**config.mk**
```make
export PLATFORM = sky130hd
export DESIGN_NAME = ram_port_arbiter_flat
export DESIGN_NICKNAME = d
export VERILOG_FILES = /design/src/rtl/ram_arb_pkg.sv /design/src/rtl/ram_port_arbiter_if.sv /design/src/rtl/rr_arb2.sv /design/src/rtl/ram_port_arbiter.sv /design/src/flat_wrapper.sv
export SDC_FILE = /design/constraint.sdc
export NUM_CORES = 1
export LEC_CHECK = 0
export BUFFER_PORTS_ARGS = -buffer_cell sky130_fd_sc_hd__buf_2
export CORE_MARGIN = 3
export CORE_UTILIZATION = 44
export DETAILED_ROUTE_END_ITERATION = 8
export PLACE_DENSITY = 0.79
export SYNTH_ARGS = -nofsm -noshare
export SYNTH_HDL_FRONTEND = slang
export SYNTH_SLANG_ARGS = --single-unit
```
**constraint.sdc**
```tcl
create_clock -name clk -period 1.7 [get_ports clk]
set_input_delay 0.085 -clock clk [delete_from_list [all_inputs] [get_ports clk]]
set_output_delay 0.085 -clock clk [all_outputs]
set_load 0.03 [all_outputs]
```
**src/rtl/ram_arb_pkg.sv**
```systemverilog
// Shared types and defaults for the program-RAM port arbiter.
// Requester ids double as read-return tags in the arbiter pipeline.
package ram_arb_pkg;

  localparam int unsigned DEF_ADDR_W    = 4;
  localparam int unsigned DEF_DATA_W    = 8;
  localparam int unsigned DEF_CPU_BURST = 4;
  // Wide enough for CPU_BURST up to 15.
  localparam int unsigned BURST_W       = 4;

  typedef enum logic [1:0] {
    REQ_NONE,
    REQ_CPU,
    REQ_DBG,
    REQ_LD
  } req_id_t;

  typedef enum logic [1:0] {
    ST_RUN,
    ST_LOCK_PEND,
    ST_LOCKED
  } arb_state_t;

  function automatic logic is_read(req_id_t id);
    return (id == REQ_CPU) || (id == REQ_DBG);
  endfunction

endpackage

```
**src/rtl/ram_port_arbiter_if.sv**
```systemverilog
// Requester and RAM-side signal bundle for ram_port_arbiter.
// master = requesters plus RAM model, slave = the arbiter itself.
interface ram_port_arbiter_if
  import ram_arb_pkg::*;
#(
  parameter int unsigned ADDR_W = DEF_ADDR_W,
  parameter int unsigned DATA_W = DEF_DATA_W
) ();

  logic              cpu_req;
  logic [ADDR_W-1:0] cpu_addr;
  logic              cpu_gnt;
  logic              cpu_rvalid;
  logic [DATA_W-1:0] cpu_rdata;

  logic              dbg_req;
  logic [ADDR_W-1:0] dbg_addr;
  logic              dbg_gnt;
  logic              dbg_rvalid;
  logic [DATA_W-1:0] dbg_rdata;

  logic              ld_req;
  logic [ADDR_W-1:0] ld_addr;
  logic [DATA_W-1:0] ld_wdata;
  logic              ld_gnt;
  logic              ld_lock;
  logic              ld_locked;

  logic              mem_we;
  logic [ADDR_W-1:0] mem_addr;
  logic [DATA_W-1:0] mem_wdata;
  logic [DATA_W-1:0] mem_rdata;

  modport master (
    output cpu_req, cpu_addr, dbg_req, dbg_addr,
    output ld_req, ld_addr, ld_wdata, ld_lock, mem_rdata,
    input  cpu_gnt, cpu_rvalid, cpu_rdata, dbg_gnt, dbg_rvalid, dbg_rdata,
    input  ld_gnt, ld_locked, mem_we, mem_addr, mem_wdata
  );

  modport slave (
    input  cpu_req, cpu_addr, dbg_req, dbg_addr,
    input  ld_req, ld_addr, ld_wdata, ld_lock, mem_rdata,
    output cpu_gnt, cpu_rvalid, cpu_rdata, dbg_gnt, dbg_rvalid, dbg_rdata,
    output ld_gnt, ld_locked, mem_we, mem_addr, mem_wdata
  );

endinterface

```
**src/rtl/rr_arb2.sv**
```systemverilog
// Two-way round-robin arbiter; req[0] is debug, req[1] is loader.
// The pointer names the side that wins a tie and moves only when en takes a grant.
module rr_arb2
  import ram_arb_pkg::*;
(
  input  logic       clk,
  input  logic       rst,
  input  logic [1:0] req,
  input  logic       en,
  output logic [1:0] gnt
);

  req_id_t ptr_q;

  always_comb begin
    gnt = 2'b00;
    if (ptr_q == REQ_LD) begin
      if (req[1])      gnt = 2'b10;
      else if (req[0]) gnt = 2'b01;
    end else begin
      if (req[0])      gnt = 2'b01;
      else if (req[1]) gnt = 2'b10;
    end
  end

  always_ff @(posedge clk or posedge rst) begin
    if (rst) begin
      ptr_q <= REQ_DBG;
    end else if (en) begin
      if (gnt[0])      ptr_q <= REQ_LD;
      else if (gnt[1]) ptr_q <= REQ_DBG;
    end
  end

endmodule

```
**src/rtl/ram_port_arbiter.sv**
```systemverilog
// Single-port program RAM arbiter: CPU fetch has priority with a burst cap, debug and
// loader share round-robin, and a loader lock drains reads before granting exclusivity.
module ram_port_arbiter
  import ram_arb_pkg::*;
#(
  parameter int unsigned ADDR_W    = DEF_ADDR_W,
  parameter int unsigned DATA_W    = DEF_DATA_W,
  parameter int unsigned CPU_BURST = DEF_CPU_BURST
) (
  input logic                clk,
  input logic                rst,
  ram_port_arbiter_if.slave  bus
);

  arb_state_t        state_q;
  logic              ld_locked_q;

  logic              cpu_gnt_q, dbg_gnt_q, ld_gnt_q, mem_we_q;
  logic [ADDR_W-1:0] mem_addr_q, mem_addr_d;
  logic [DATA_W-1:0] mem_wdata_q, mem_wdata_d;
  logic [BURST_W-1:0] burst_q, burst_d;
  // tag0 tracks the address now on the RAM bus, tag1 the data now on mem_rdata.
  req_id_t           tag0_q, tag1_q;

  logic              excl;
  logic              other_pend;
  logic              burst_full;
  logic              cpu_win;
  logic [1:0]        rr_req, rr_gnt;
  req_id_t           gnt_id;

  // Loader lock blocks new reads from the very edge it is seen.
  assign excl       = bus.ld_lock;
  assign other_pend = bus.dbg_req | bus.ld_req;
  assign burst_full = burst_q >= BURST_W'(CPU_BURST);
  assign cpu_win    = !excl && bus.cpu_req && !(other_pend && burst_full);
  assign rr_req     = excl ? {bus.ld_req, 1'b0} : {bus.ld_req, bus.dbg_req};

  rr_arb2 u_rr_arb2 (
    .clk (clk),
    .rst (rst),
    .req (rr_req),
    .en  (!cpu_win),
    .gnt (rr_gnt)
  );

  always_comb begin
    gnt_id = REQ_NONE;
    if (cpu_win)        gnt_id = REQ_CPU;
    else if (rr_gnt[0]) gnt_id = REQ_DBG;
    else if (rr_gnt[1]) gnt_id = REQ_LD;
  end

  always_comb begin
    mem_addr_d  = mem_addr_q;
    mem_wdata_d = mem_wdata_q;
    unique case (gnt_id)
      REQ_CPU:  mem_addr_d = bus.cpu_addr;
      REQ_DBG:  mem_addr_d = bus.dbg_addr;
      REQ_LD: begin
        mem_addr_d  = bus.ld_addr;
        mem_wdata_d = bus.ld_wdata;
      end
      default: ;
    endcase
  end

  // Counts CPU wins only while someone else waits; any other outcome clears it.
  always_comb begin
    burst_d = '0;
    if ((gnt_id == REQ_CPU) && other_pend) burst_d = burst_q + BURST_W'(1);
  end

  always_ff @(posedge clk or posedge rst) begin
    if (rst) begin
      cpu_gnt_q   <= 1'b0;
      dbg_gnt_q   <= 1'b0;
      ld_gnt_q    <= 1'b0;
      mem_we_q    <= 1'b0;
      mem_addr_q  <= '0;
      mem_wdata_q <= '0;
      burst_q     <= '0;
      tag0_q      <= REQ_NONE;
      tag1_q      <= REQ_NONE;
    end else begin
      cpu_gnt_q   <= (gnt_id == REQ_CPU);
      dbg_gnt_q   <= (gnt_id == REQ_DBG);
      ld_gnt_q    <= (gnt_id == REQ_LD);
      mem_we_q    <= (gnt_id == REQ_LD);
      mem_addr_q  <= mem_addr_d;
      mem_wdata_q <= mem_wdata_d;
      burst_q     <= burst_d;
      tag0_q      <= is_read(gnt_id) ? gnt_id : REQ_NONE;
      tag1_q      <= tag0_q;
    end
  end

  always_ff @(posedge clk or posedge rst) begin
    if (rst) begin
      state_q     <= ST_RUN;
      ld_locked_q <= 1'b0;
    end else begin
      unique case (state_q)
        ST_RUN: begin
          if (bus.ld_lock) state_q <= ST_LOCK_PEND;
        end
        ST_LOCK_PEND: begin
          if (!bus.ld_lock) begin
            state_q <= ST_RUN;
          end else if ((tag0_q == REQ_NONE) && (tag1_q == REQ_NONE)) begin
            state_q     <= ST_LOCKED;
            ld_locked_q <= 1'b1;
          end
        end
        ST_LOCKED: begin
          if (!bus.ld_lock) begin
            state_q     <= ST_RUN;
            ld_locked_q <= 1'b0;
          end
        end
        default: begin
          state_q     <= ST_RUN;
          ld_locked_q <= 1'b0;
        end
      endcase
    end
  end

  assign bus.cpu_gnt    = cpu_gnt_q;
  assign bus.dbg_gnt    = dbg_gnt_q;
  assign bus.ld_gnt     = ld_gnt_q;
  assign bus.ld_locked  = ld_locked_q;
  assign bus.mem_we     = mem_we_q;
  assign bus.mem_addr   = mem_addr_q;
  assign bus.mem_wdata  = mem_wdata_q;
  assign bus.cpu_rvalid = (tag1_q == REQ_CPU);
  assign bus.dbg_rvalid = (tag1_q == REQ_DBG);
  // RAM output is already registered; route it only to the requester that owns it.
  assign bus.cpu_rdata  = (tag1_q == REQ_CPU) ? bus.mem_rdata : '0;
  assign bus.dbg_rdata  = (tag1_q == REQ_DBG) ? bus.mem_rdata : '0;

endmodule
```
**src/flat_wrapper.sv**
```systemverilog
// flat-port wrapper written by rule: the top's interface ports become plain ports
module ram_port_arbiter_flat import ram_arb_pkg::*;
#(
  parameter int unsigned ADDR_W    = DEF_ADDR_W,
  parameter int unsigned DATA_W    = DEF_DATA_W,
  parameter int unsigned CPU_BURST = DEF_CPU_BURST
)
  (clk, rst, bus_cpu_req, bus_cpu_addr, bus_dbg_req, bus_dbg_addr, bus_ld_req, bus_ld_addr, bus_ld_wdata, bus_ld_lock, bus_mem_rdata, bus_cpu_gnt, bus_cpu_rvalid, bus_cpu_rdata, bus_dbg_gnt, bus_dbg_rvalid, bus_dbg_rdata, bus_ld_gnt, bus_ld_locked, bus_mem_we, bus_mem_addr, bus_mem_wdata);
  ram_port_arbiter_if #(.ADDR_W(ADDR_W), .DATA_W(DATA_W)) bus_i ();
  input logic clk;
  input logic rst;
  input wire logic [$bits(bus_i.cpu_req)-1:0] bus_cpu_req;
  input wire logic [$bits(bus_i.cpu_addr)-1:0] bus_cpu_addr;
  input wire logic [$bits(bus_i.dbg_req)-1:0] bus_dbg_req;
  input wire logic [$bits(bus_i.dbg_addr)-1:0] bus_dbg_addr;
  input wire logic [$bits(bus_i.ld_req)-1:0] bus_ld_req;
  input wire logic [$bits(bus_i.ld_addr)-1:0] bus_ld_addr;
  input wire logic [$bits(bus_i.ld_wdata)-1:0] bus_ld_wdata;
  input wire logic [$bits(bus_i.ld_lock)-1:0] bus_ld_lock;
  input wire logic [$bits(bus_i.mem_rdata)-1:0] bus_mem_rdata;
  output wire logic [$bits(bus_i.cpu_gnt)-1:0] bus_cpu_gnt;
  output wire logic [$bits(bus_i.cpu_rvalid)-1:0] bus_cpu_rvalid;
  output wire logic [$bits(bus_i.cpu_rdata)-1:0] bus_cpu_rdata;
  output wire logic [$bits(bus_i.dbg_gnt)-1:0] bus_dbg_gnt;
  output wire logic [$bits(bus_i.dbg_rvalid)-1:0] bus_dbg_rvalid;
  output wire logic [$bits(bus_i.dbg_rdata)-1:0] bus_dbg_rdata;
  output wire logic [$bits(bus_i.ld_gnt)-1:0] bus_ld_gnt;
  output wire logic [$bits(bus_i.ld_locked)-1:0] bus_ld_locked;
  output wire logic [$bits(bus_i.mem_we)-1:0] bus_mem_we;
  output wire logic [$bits(bus_i.mem_addr)-1:0] bus_mem_addr;
  output wire logic [$bits(bus_i.mem_wdata)-1:0] bus_mem_wdata;
  assign bus_i.cpu_req = bus_cpu_req;
  assign bus_i.cpu_addr = bus_cpu_addr;
  assign bus_i.dbg_req = bus_dbg_req;
  assign bus_i.dbg_addr = bus_dbg_addr;
  assign bus_i.ld_req = bus_ld_req;
  assign bus_i.ld_addr = bus_ld_addr;
  assign bus_i.ld_wdata = bus_ld_wdata;
  assign bus_i.ld_lock = bus_ld_lock;
  assign bus_i.mem_rdata = bus_mem_rdata;
  assign bus_cpu_gnt = bus_i.cpu_gnt;
  assign bus_cpu_rvalid = bus_i.cpu_rvalid;
  assign bus_cpu_rdata = bus_i.cpu_rdata;
  assign bus_dbg_gnt = bus_i.dbg_gnt;
  assign bus_dbg_rvalid = bus_i.dbg_rvalid;
  assign bus_dbg_rdata = bus_i.dbg_rdata;
  assign bus_ld_gnt = bus_i.ld_gnt;
  assign bus_ld_locked = bus_i.ld_locked;
  assign bus_mem_we = bus_i.mem_we;
  assign bus_mem_addr = bus_i.mem_addr;
  assign bus_mem_wdata = bus_i.mem_wdata;
  ram_port_arbiter #(.ADDR_W(ADDR_W), .DATA_W(DATA_W), .CPU_BURST(CPU_BURST)) u_core (.clk(clk), .rst(rst), .bus(bus_i));
endmodule
```
==> impl_metrics.tcl <==
set metrics [dict create \
    finalSetupViolCount 0 \
    reg2reg_setup_slack_ps 200 \
    numCtsBuffers 3 \
    synth-edff-count 0 \
    skew_ps 6.53 \
    cap_violations 0 \
    viasPerCell 5.05 \
    firstDrtPassIters 4 \
    finalCritPeriodShare_pct 93.5 \
    p_per_area_mw_per_mm2 850 \
    syn_area_per_cell_sq_um 11.7 \
    path_cells "nor2b_1 > and2_1 > buf_2" \
    crit_path_start_kind "flip-flop" \
    dpl.hpwl_um 2500 \
    h-tree-depth 1 \
    num-nets-final 224 \
    required_ps 1620 \
    worstPathMaxFanout 9 \
    cts_setup_buffers 0 \
    postSynthCellCount 108 \
    arrival_ps 1500 \
    min_path_type "in2reg" \
    antennaDiodeCount 0 \
    core.rowCount 18 \
    drt_iter0_drc 14 \
    ios 69 \
    rr_worst_depth 4 \
    path_delay_family "simple AND/OR/NAND/NOR gates" \
    use_met3_pct 3.27 \
    initial_core_util_pct 48.7 \
    first_global_vias 1162 \
    synth_common_cells "dfrtp_1, and2_1, mux2_4, nor2_1, a21oi_1" \
    gr-max-usage-layer "met2" \
    final-max-slew-violation-count 0 \
    gp_congestion 0.789 \
    drc 0 \
    cp_slowest_cell "dfrtp_1" \
    synthArstFlopShare_pct 100 \
    finalSetupTns_ps 0 \
    final_layout_size_suffix_gt1_share_pct 45.2 \
    core_area_sq_mm 0.00259 \
    vias 1101 \
    synth_top_cell_by_area "dfrtp_1" \
    total_power_mw 1.49 \
    grt_overflow_total 0 \
    critical_path_class "reg2out" \
    fmax_mhz 629 \
    area_growth_pct 39.4 \
    cts_sinks 27 \
    seq_area_frac_synth_pct 53.6 \
    grt_pass1_wl_um 4970 \
    cts_root_buf "clkbuf_4" \
    io_buffers 68 \
    ys_warn_count 0 \
    vdd_drop_max_mv 0.604 \
    path_clk_slew_ps 150 \
    status "finished, final reports clean" \
    yosys-top-cells-area "dfrtp_1, mux2_4, and2_1, a21oi_1, nor2_1" \
    routedWlPerCell_um 14.5 \
    path_depth 3 \
    antenna_left 0 \
    endpoint_kind "output pin" \
    hold_depth 2 \
    synth.net_count 143 \
    synth_top_area_share_pct 53.6 \
    grtUsageMet2_pct 35.9 \
    routed_wl_um 3160 \
    die_h_um 59.5 \
    cts_tree "yes" \
    ys_seq_elements 27 \
    cp.buffers_inverters 1 \
    grt_max_degree 28 \
    syn_area_sq_mm 0.00126 \
    worst_path_largest_cell_delay_ps 400 \
    clockBufferDepth 2 \
    yosysUniqueCellTypes 29 \
    dieArea_sq_mm 0.00355 \
    antenna_found_initial 0 \
    finalCriticalPeriod_ps 1590 \
    finalHoldViolCount 0 \
    die_x_um 59.5 \
    p_leak_nw 0.960 \
    yosysMostFrequentCell "dfrtp_1" \
    synth_ff_type "dfrtp_1" \
    met1_usage_pct 20.8 \
    rsz0062_at_grt "no" \
    clk_latency_ps 330 \
    grtUsageTotal_pct 18.6 \
]
final timing paths:
path | startpoint | to
worst max register to register | u_core.burst_q[2] | u_core.bus.mem_wdata[0]
max in group asynchronous | rst | u_core.bus.mem_addr[3]
min in group asynchronous | rst | u_core.tag0_q[0]
worst min register to register | u_core.tag0_q[0] | u_core.tag1_q[0]
worst max-delay path | u_core.tag1_q[1] | bus_dbg_rdata[1]
worst min-delay path | bus_ld_lock | u_core.state_q[1]
worst reg2reg max path: stages, from the launching register on:
cell      delay, ps
dfrtp_1         480
o22ai_1         120
nand2b_1        320
nand2_8         150
mux2_4          340
stage by stage:
stage | hold slack (ps) | util [%] | cell area, sq um | std cells | setup WS (ps)
floorplan | 138 | - | 1260 | 108 | 378
global placement | 150 | 62.6 | 1620 | 203 | 293
detailed placement | 154 | 62.6 | 1620 | 203 | 220
CTS | 35.8 | 67.9 | 1760 | 218 | 99.6
global route | 24.8 | 67.9 | 1760 | 218 | 0.855
finish | 40.4 | 67.9 | 1760 | 218 | 110
metal layers:
| metal | wire (um) | vias to the layer above |
|---|---|---|
| met1 | 1170 | 512 |
| met3 | 296 | 5 |
| li1 | - | 530 |
| met2 | 1660 | 54 |
| met5 | 0 | - |
| met4 | 31 | 0 |
kinds of logic (layout without fill, tap and decap cells):
kind of cell / Yosys count / after routing / synth area share [%]
xor gates and xnor gates: 1 / 1 / 0.695
buffers and inverters: 10 / 90 / 3.87
DFF: 27 / 27 / 53.6
adders and majority gates: 1 / 1 / 0.992
other: 1 / 1 / 0.297
and+or+nand+nor: 37 / 37 / 18.0
muxes: 8 / 8 / 9.52
AOI/OAI and AO/OA: 23 / 23 / 13.1
cells in the final DEF, fill, tap and decap left out, types with 2 or more instances in the layout:
cell type,n
a21oi_1,7
inv_1,6
nor3_1,2
o31a_1,2
mux2_4,8
buf_2,68
nand2b_1,3
o22ai_1,4
and2_1,16
o2bb2ai_1,2
nor2b_1,4
clkbuf_4,3
a221oi_1,2
nor2_1,8
dfrtp_1,27
dlygate4sd3_1,11
area by class of cell:
cell class              count  area, sq um
clock buffers               3         22.5
repair buffers             80          458
fillers                   202          832
inverters                   6         22.5
well taps                  30         37.5
flip-flops and latches     27          676
multi-input cells          71          537
clock inverters             1         5.00
power breakdown:
| group | leakage, nW | internal, mW | switching, mW |
|---|---|---|---|
| Clock | 0.0177 | 0.0883 | 0.189 |
| Sequential | 0.338 | 0.710 | 0.0426 |
| Combinational | 0.604 | 0.185 | 0.279 |
| Total | 0.960 | 0.984 | 0.511 |
registers in the layout, indices dropped and copies added, names as in the netlist:
signal / count
u_core.state_q: 2
u_core.bus.dbg_gnt: 1
u_core.bus.mem_wdata: 8
u_core.bus.cpu_gnt: 1
u_core.u_rr_arb2.ptr_q: 1
u_core.bus.ld_gnt: 1
u_core.burst_q: 4
u_core.bus.ld_locked: 1
u_core.tag0_q: 2
u_core.tag1_q: 2
u_core.bus.mem_addr: 4
timing repair:
item	CTS	global route
setup endpoints to repair	0	0
hold buffers	11	0
endpoints found under the hold margin	37	0
gates resized for setup	0	0
No activity file was read; power rests on OpenSTA's default activity.
